$ cat src/rtl/sysref_qualifier_if.sv
// sysref_qualifier_if: SYSREF input, configuration/control and qualified outputs of the qualifier
interface sysref_qualifier_if #(parameter int PERIOD_W = 16) ();
  logic                sysref_i;
  logic [PERIOD_W-1:0] exp_period;
  logic                arm;
  logic                disarm;
  logic                oneshot;
  logic                err_clr;
  logic                sysref_gated_o;
  logic                lmfc_o;
  logic                locked_o;
  logic [PERIOD_W-1:0] period_o;
  logic [2:0]          err_o;
  modport slave (
    input  sysref_i, exp_period, arm, disarm, oneshot, err_clr,
    output sysref_gated_o, lmfc_o, locked_o, period_o, err_o
  );
  modport master (
    output sysref_i, exp_period, arm, disarm, oneshot, err_clr,
    input  sysref_gated_o, lmfc_o, locked_o, period_o, err_o
  );
endinterface

$ cat src/rtl/sysref_qualifier.sv
// sysref_qualifier: locks onto a periodic SYSREF, gates qualified edges and regenerates an aligned LMFC pulse
module sysref_qualifier #(
  parameter int PERIOD_W = 16,
  parameter int LOCK_CNT = 4,
  parameter int TOL      = 1
) (
  input logic pl_refclk_m,
  input logic rstn,
  sysref_qualifier_if.slave bus
);
  typedef enum logic [1:0] {IDLE, ARMED, LOCKING, LOCKED} state_t;
  state_t              state_q, state_d;
  logic                sys_q;
  logic [PERIOD_W-1:0] cnt_q, cnt_d, lcnt_q, lcnt_d, exp_q, exp_d, period_q, period_d, diff;
  logic [3:0]          match_q, match_d;
  logic                os_q, os_d, done_q, done_d, gated_q, gated_d, lmfc_q, lmfc_d;
  logic [2:0]          err_q, err_d, err_set;
  logic                edge_det, match, missing, lk_match, to_lock, reload;
  always_comb begin
    edge_det = bus.sysref_i & ~sys_q;
    cnt_d    = edge_det ? PERIOD_W'(1) : (&cnt_q ? cnt_q : cnt_q + 1'b1);
    diff     = cnt_q >= exp_q ? cnt_q - exp_q : exp_q - cnt_q;
    match    = diff <= PERIOD_W'(TOL);
    missing  = !edge_det && ({1'b0, cnt_q} == {1'b0, exp_q} + (PERIOD_W+1)'(TOL + 1));
    state_d  = state_q;
    match_d  = match_q;
    exp_d    = exp_q;
    os_d     = os_q;
    done_d   = done_q;
    err_set  = '0;
    if (bus.disarm) state_d = IDLE;
    else if (state_q == IDLE) begin
      if (bus.arm && bus.exp_period < PERIOD_W'(2)) err_set[2] = 1'b1;
      else if (bus.arm) begin
        state_d = ARMED;
        exp_d   = bus.exp_period;
        os_d    = bus.oneshot;
        done_d  = 1'b0;
      end
    end else if (state_q == ARMED) begin
      if (edge_det) begin
        state_d = LOCKING;
        match_d = '0;
      end
    end else if (edge_det && !match) begin
      err_set[0] = 1'b1;
      match_d    = '0;
      state_d    = LOCKING;
    end else if (edge_det && state_q == LOCKING) begin
      match_d = match_q + 4'd1;
      state_d = (match_q + 4'd1 == 4'(LOCK_CNT)) ? LOCKED : LOCKING;
    end else if (missing) begin
      err_set[1] = 1'b1;
      match_d    = '0;
      state_d    = LOCKING;
    end
    // the LMFC phase is re-anchored on the lock-entry edge and on every matching edge
    lk_match = state_q == LOCKED && edge_det && match;
    to_lock  = state_d == LOCKED;
    reload   = (to_lock && state_q == LOCKING) || lk_match || lcnt_q == exp_q;
    lcnt_d   = to_lock ? (reload ? PERIOD_W'(1) : lcnt_q + 1'b1) : '0;
    lmfc_d   = to_lock && reload;
    gated_d  = to_lock && lk_match && !(os_q && done_q);
    done_d   = done_d | (gated_d & os_q);
    period_d = edge_det ? cnt_q : period_q;
    err_d    = (bus.err_clr ? 3'b000 : err_q) | err_set;
  end
  always_ff @(posedge pl_refclk_m) begin
    if (!rstn) begin
      state_q  <= IDLE;
      sys_q    <= 1'b0;
      cnt_q    <= '0;
      lcnt_q   <= '0;
      exp_q    <= '0;
      period_q <= '0;
      match_q  <= '0;
      os_q     <= 1'b0;
      done_q   <= 1'b0;
      gated_q  <= 1'b0;
      lmfc_q   <= 1'b0;
      err_q    <= '0;
    end else begin
      state_q  <= state_d;
      sys_q    <= bus.sysref_i;
      cnt_q    <= cnt_d;
      lcnt_q   <= lcnt_d;
      exp_q    <= exp_d;
      period_q <= period_d;
      match_q  <= match_d;
      os_q     <= os_d;
      done_q   <= done_d;
      gated_q  <= gated_d;
      lmfc_q   <= lmfc_d;
      err_q    <= err_d;
    end
  end
  assign bus.sysref_gated_o = gated_q;
  assign bus.lmfc_o         = lmfc_q;
  assign bus.locked_o       = state_q == LOCKED;
  assign bus.period_o       = period_q;
  assign bus.err_o          = err_q;
endmodule

$ cat src/flat_wrapper.sv
// flat-port wrapper written by rule: the top's interface ports become plain ports
module sysref_qualifier_flat 
#(
  parameter int PERIOD_W = 16,
  parameter int LOCK_CNT = 4,
  parameter int TOL      = 1
)
  (pl_refclk_m, rstn, bus_sysref_i, bus_exp_period, bus_arm, bus_disarm, bus_oneshot, bus_err_clr, bus_sysref_gated_o, bus_lmfc_o, bus_locked_o, bus_period_o, bus_err_o);
  sysref_qualifier_if #(.PERIOD_W(PERIOD_W)) bus_i ();
  input logic pl_refclk_m;
  input logic rstn;
  input wire logic [$bits(bus_i.sysref_i)-1:0] bus_sysref_i;
  input wire logic [$bits(bus_i.exp_period)-1:0] bus_exp_period;
  input wire logic [$bits(bus_i.arm)-1:0] bus_arm;
  input wire logic [$bits(bus_i.disarm)-1:0] bus_disarm;
  input wire logic [$bits(bus_i.oneshot)-1:0] bus_oneshot;
  input wire logic [$bits(bus_i.err_clr)-1:0] bus_err_clr;
  output wire logic [$bits(bus_i.sysref_gated_o)-1:0] bus_sysref_gated_o;
  output wire logic [$bits(bus_i.lmfc_o)-1:0] bus_lmfc_o;
  output wire logic [$bits(bus_i.locked_o)-1:0] bus_locked_o;
  output wire logic [$bits(bus_i.period_o)-1:0] bus_period_o;
  output wire logic [$bits(bus_i.err_o)-1:0] bus_err_o;
  assign bus_i.sysref_i = bus_sysref_i;
  assign bus_i.exp_period = bus_exp_period;
  assign bus_i.arm = bus_arm;
  assign bus_i.disarm = bus_disarm;
  assign bus_i.oneshot = bus_oneshot;
  assign bus_i.err_clr = bus_err_clr;
  assign bus_sysref_gated_o = bus_i.sysref_gated_o;
  assign bus_lmfc_o = bus_i.lmfc_o;
  assign bus_locked_o = bus_i.locked_o;
  assign bus_period_o = bus_i.period_o;
  assign bus_err_o = bus_i.err_o;
  sysref_qualifier #(.PERIOD_W(PERIOD_W), .LOCK_CNT(LOCK_CNT), .TOL(TOL)) u_core (.pl_refclk_m(pl_refclk_m), .rstn(rstn), .bus(bus_i));
endmodule
$ cat config.mk
export PLATFORM = sky130hd
export DESIGN_NAME = sysref_qualifier_flat
export DESIGN_NICKNAME = d
export VERILOG_FILES = /design/src/rtl/sysref_qualifier_if.sv /design/src/rtl/sysref_qualifier.sv /design/src/flat_wrapper.sv
export SDC_FILE = /design/constraint.sdc
export NUM_CORES = 1
export LEC_CHECK = 0
export CAP_MARGIN = 15
export CORE_AREA = 3 3 119 121
export DETAILED_ROUTE_END_ITERATION = 8
export DIE_AREA = 0 0 122 124
export DONT_BUFFER_PORTS = 1
export GPL_ROUTABILITY_DRIVEN = 1
export PLACE_DENSITY = 0.65
export SLEW_MARGIN = 20
export SYNTH_ARGS = -nofsm -noshare
export SYNTH_HDL_FRONTEND = slang
export SYNTH_SLANG_ARGS = --single-unit
$ cat constraint.sdc
create_clock -name pl_refclk_m -period 3.09 [get_ports pl_refclk_m]
set_input_delay 0.927 -clock pl_refclk_m [delete_from_list [all_inputs] [get_ports pl_refclk_m]]
set_output_delay 0.927 -clock pl_refclk_m [all_outputs]
set_load 0.05 [all_outputs]
==> qor.yml <==
max_slew.worst_pin.slew_ns: 0.7868
grt_max_degree: 41
grt_usage: 0.2651
final_util: 0.5944
critPathRequiredTime_ns: 3.35
die_x_um: 122
ys_seq_elements: 78
max_freq_mhz: 293.5
drt_drc_violations_left: 0
ys_top_cells_by_count: "85 x nand2_1, 78 x dfxtp_1, 63 x a21oi_1"
synth_top_area_cell: "dfxtp_1"
timing.rr.start: "u_core.exp_q[0]"
ir_drop_mv: 0.3387
avgViaCountPerCell: 5.580
synth.area.top_cells: "dfxtp_1 26%, xnor2_1 8.9%, ha_1 7.4%"
status: "finished, violations left"
period_share: 1.103
syn2layout_area_growth_pct: 32.90
grt_pass1_vias: 5959
fillCellCount: 1166
crit_type: "reg2reg"
clkTransAtPathRegs_ns: 0.06
violations: "negative setup slack"
timing.final.ws_setup_ns: -0.3168
cp_top_family: "compound AO/OA/AOI/OAI gates"
synth_edf_count: 0
initial_utilization: 0.4473
dr.first_iter.drc_count: 388
final_cells: 1061
synthesis.area_um2: 5899
hp-class: "reg2reg"
wl_um: 19900
place_area_um2: 7003
dieArea_um2: 15130
ant_nets: 0
wl_per_cell_um: 18.76
synthCells: 749
end_kind: "flip-flop"
cts_tree: "built"
final_layout_size_suffix_gt1_frac: 0.3040
fin_area_um2: 7840
fin_skew_ns: 0.005537
drt_pass1_iterations: 5
synth-main-ff-cell: "dfxtp_1"
dp_hpwl_um: 15500
max_slew_margin: 0.4707
synth_area_per_cell_um2: 7.876
num_antenna_cells: 0
antenna_found_initial: 0
dpl.cell_count: 1025
syn_nets: 809
hold_depth: 1
postSynth.asyncResetShare: 0
min_from: "u_core.done_q"
yosysUniqueCellTypes: 78
yosysMostFrequentCell: "nand2_1"
cts_inserted_buffers: 9
yosysSeqAreaShare: 0.2647
startpoint_type: "flip-flop"
cts_root_buf: "clkbuf_16"
grt_setup_unrepaired: "yes"
ys_warn_count: 0
clk_latency_ns: 0.34
cp.buffers_inverters: 2
setup.worst_path.start: "u_core.exp_q[0]"
crit_arrival_ns: 3.66
r2r_end: "u_core.state_q[0]"
maxCapViolations: 0
worst_path_largest_cell_delay_ns: 0.39
r2r_slack_ns: -0.32
vias: 5920
synth_top_area_frac: 0.2647
p_leak_uw: 0.003104
design_power_total_uw: 3151
crit_path_cell_trace: "ha_4, inv_2, fa_2, a211oi_4, o21ai_2, a22oi_2, mux2_2, nor3b_1, mux4_2, o21ai_4, o31ai_4, buf_6, o221ai_2, a211oi_2"
powerDensity_nw_per_um2: 402.0
ctsLongestPathBuffers: 2
path_max_fanout: 4
holdPathEnd: "u_core.bus.sysref_gated_o"
place.gp.congestion: 0.9634
io_pins: 45
cts_htree_levels: 3
die_h_um: 124
placementRows: 42
core_area_um2: 13190
cts_num_sinks: 78
io_buffer_count: 0
period_minus_slack_ns: 3.407
setup_violations: 25
grt_pass1_wl_um: 31230
final.setup.tns_ns: -6.011
cp_slowest_cell: "dfxtp_4"
grt_remaining_overflow: 0
reg2reg_depth: 14
slew_viol_final: 0
hold_violations: 0
nets: 941
worst max-delay path by stage:
stage | endpoint | cells after the start
floorplan | u_core.lcnt_q[14] | 15
global placement | u_core.lcnt_q[4] | 14
detailed placement | u_core.lcnt_q[1] | 14
CTS | u_core.state_q[0] | 15
global route | u_core.match_q[1] | 17
finish | u_core.state_q[0] | 14
placed cells by master (no fill, tap or decap), types with 14 or more instances in the layout:
cell,count
nand3_1,31
mux2i_1,18
nor2_1,55
buf_4,160
ha_1,26
nand2_1,84
nand4_1,16
nor3_1,14
inv_1,40
dfxtp_1,72
xnor2_1,59
o21ai_0,26
a21oi_1,56
final cells by class:
type                            count  area [µm²]  area share
Sequential cell                    78        1572      0.2004
Clock buffer                       10       229.0     0.02921
Clock inverter                      5       83.83     0.01069
Inverter                           42       157.7     0.02011
Tap cell                          176       220.2     0.02809
Timing Repair Buffer              166        1309      0.1669
Multi-Input combinational cell    584        4269      0.5445
report_power, final:
group	switching (µW)	internal, µW
Clock	426	706
Combinational	509	470
Sequential	17.6	1020
timing repair:
item | CTS | global route
buffers inserted | 15 | 5
setup endpoints to repair | 25 | 25
resized for setup | 44 | 33
cloned | 1 | 0
hold buffers | 0 | 0
pin swaps | 32 | 15
worst reg2reg max path, stage by stage, from the launching register on:
cell and delay [ns]:
dfxtp_4 0.39, ha_4 0.15, inv_2 0.03, fa_2 0.36, a211oi_4 0.29, o21ai_2 0.13, a22oi_2 0.22, mux2_2 0.38
nor3b_1 0.23, mux4_2 0.30, o21ai_4 0.11, o31ai_4 0.28, buf_6 0.16, o221ai_2 0.09, a211oi_2 0.21
through the flow:
stage	worst slack [ns]	hold WS, ns
after CTS	-0.3889	0.4869
after global routing	-0.4190	0.4994
after detailed placement	-0.6149	0.4660
after floorplan	0.0003038	0.4241
final	-0.3168	0.4825
after global placement	-0.4870	0.4603
logic make-up after synthesis:
family | count (synthesis) | synth area share
AOI/OAI and AO/OA | 165 | 0.1898
buffers and inverters | 87 | 0.07572
DFF | 78 | 0.2647
muxes | 21 | 0.03818
xor gates and xnor gates | 69 | 0.1024
adders and majority gates | 37 | 0.08102
and+or+nand+nor | 292 | 0.2481
registers in the layout (all words and copies together) (netlist names):
name / flops
u_core.bus.err_o: 3
u_core.lcnt_q: 16
u_core.sys_q: 1
u_core.state_q: 2
u_core.exp_q: 16
u_core.bus.sysref_gated_o: 1
u_core.bus.lmfc_o: 1
u_core.os_q: 1
u_core.bus.period_o: 16
u_core.match_q: 4
u_core.cnt_q: 16
u_core.done_q: 1
layer usage:
layer | share of wire | global-route usage | up-vias
met1 | 0.42 | 0.3214 | 2800
met5 | 0 | 0 | -
li1 | - | - | 2878
met4 | 0.038 | 0.1176 | 0
met2 | 0.50 | 0.4651 | 191
met3 | 0.048 | 0.04087 | 51
No activity file was read; power rests on OpenSTA's default activity.
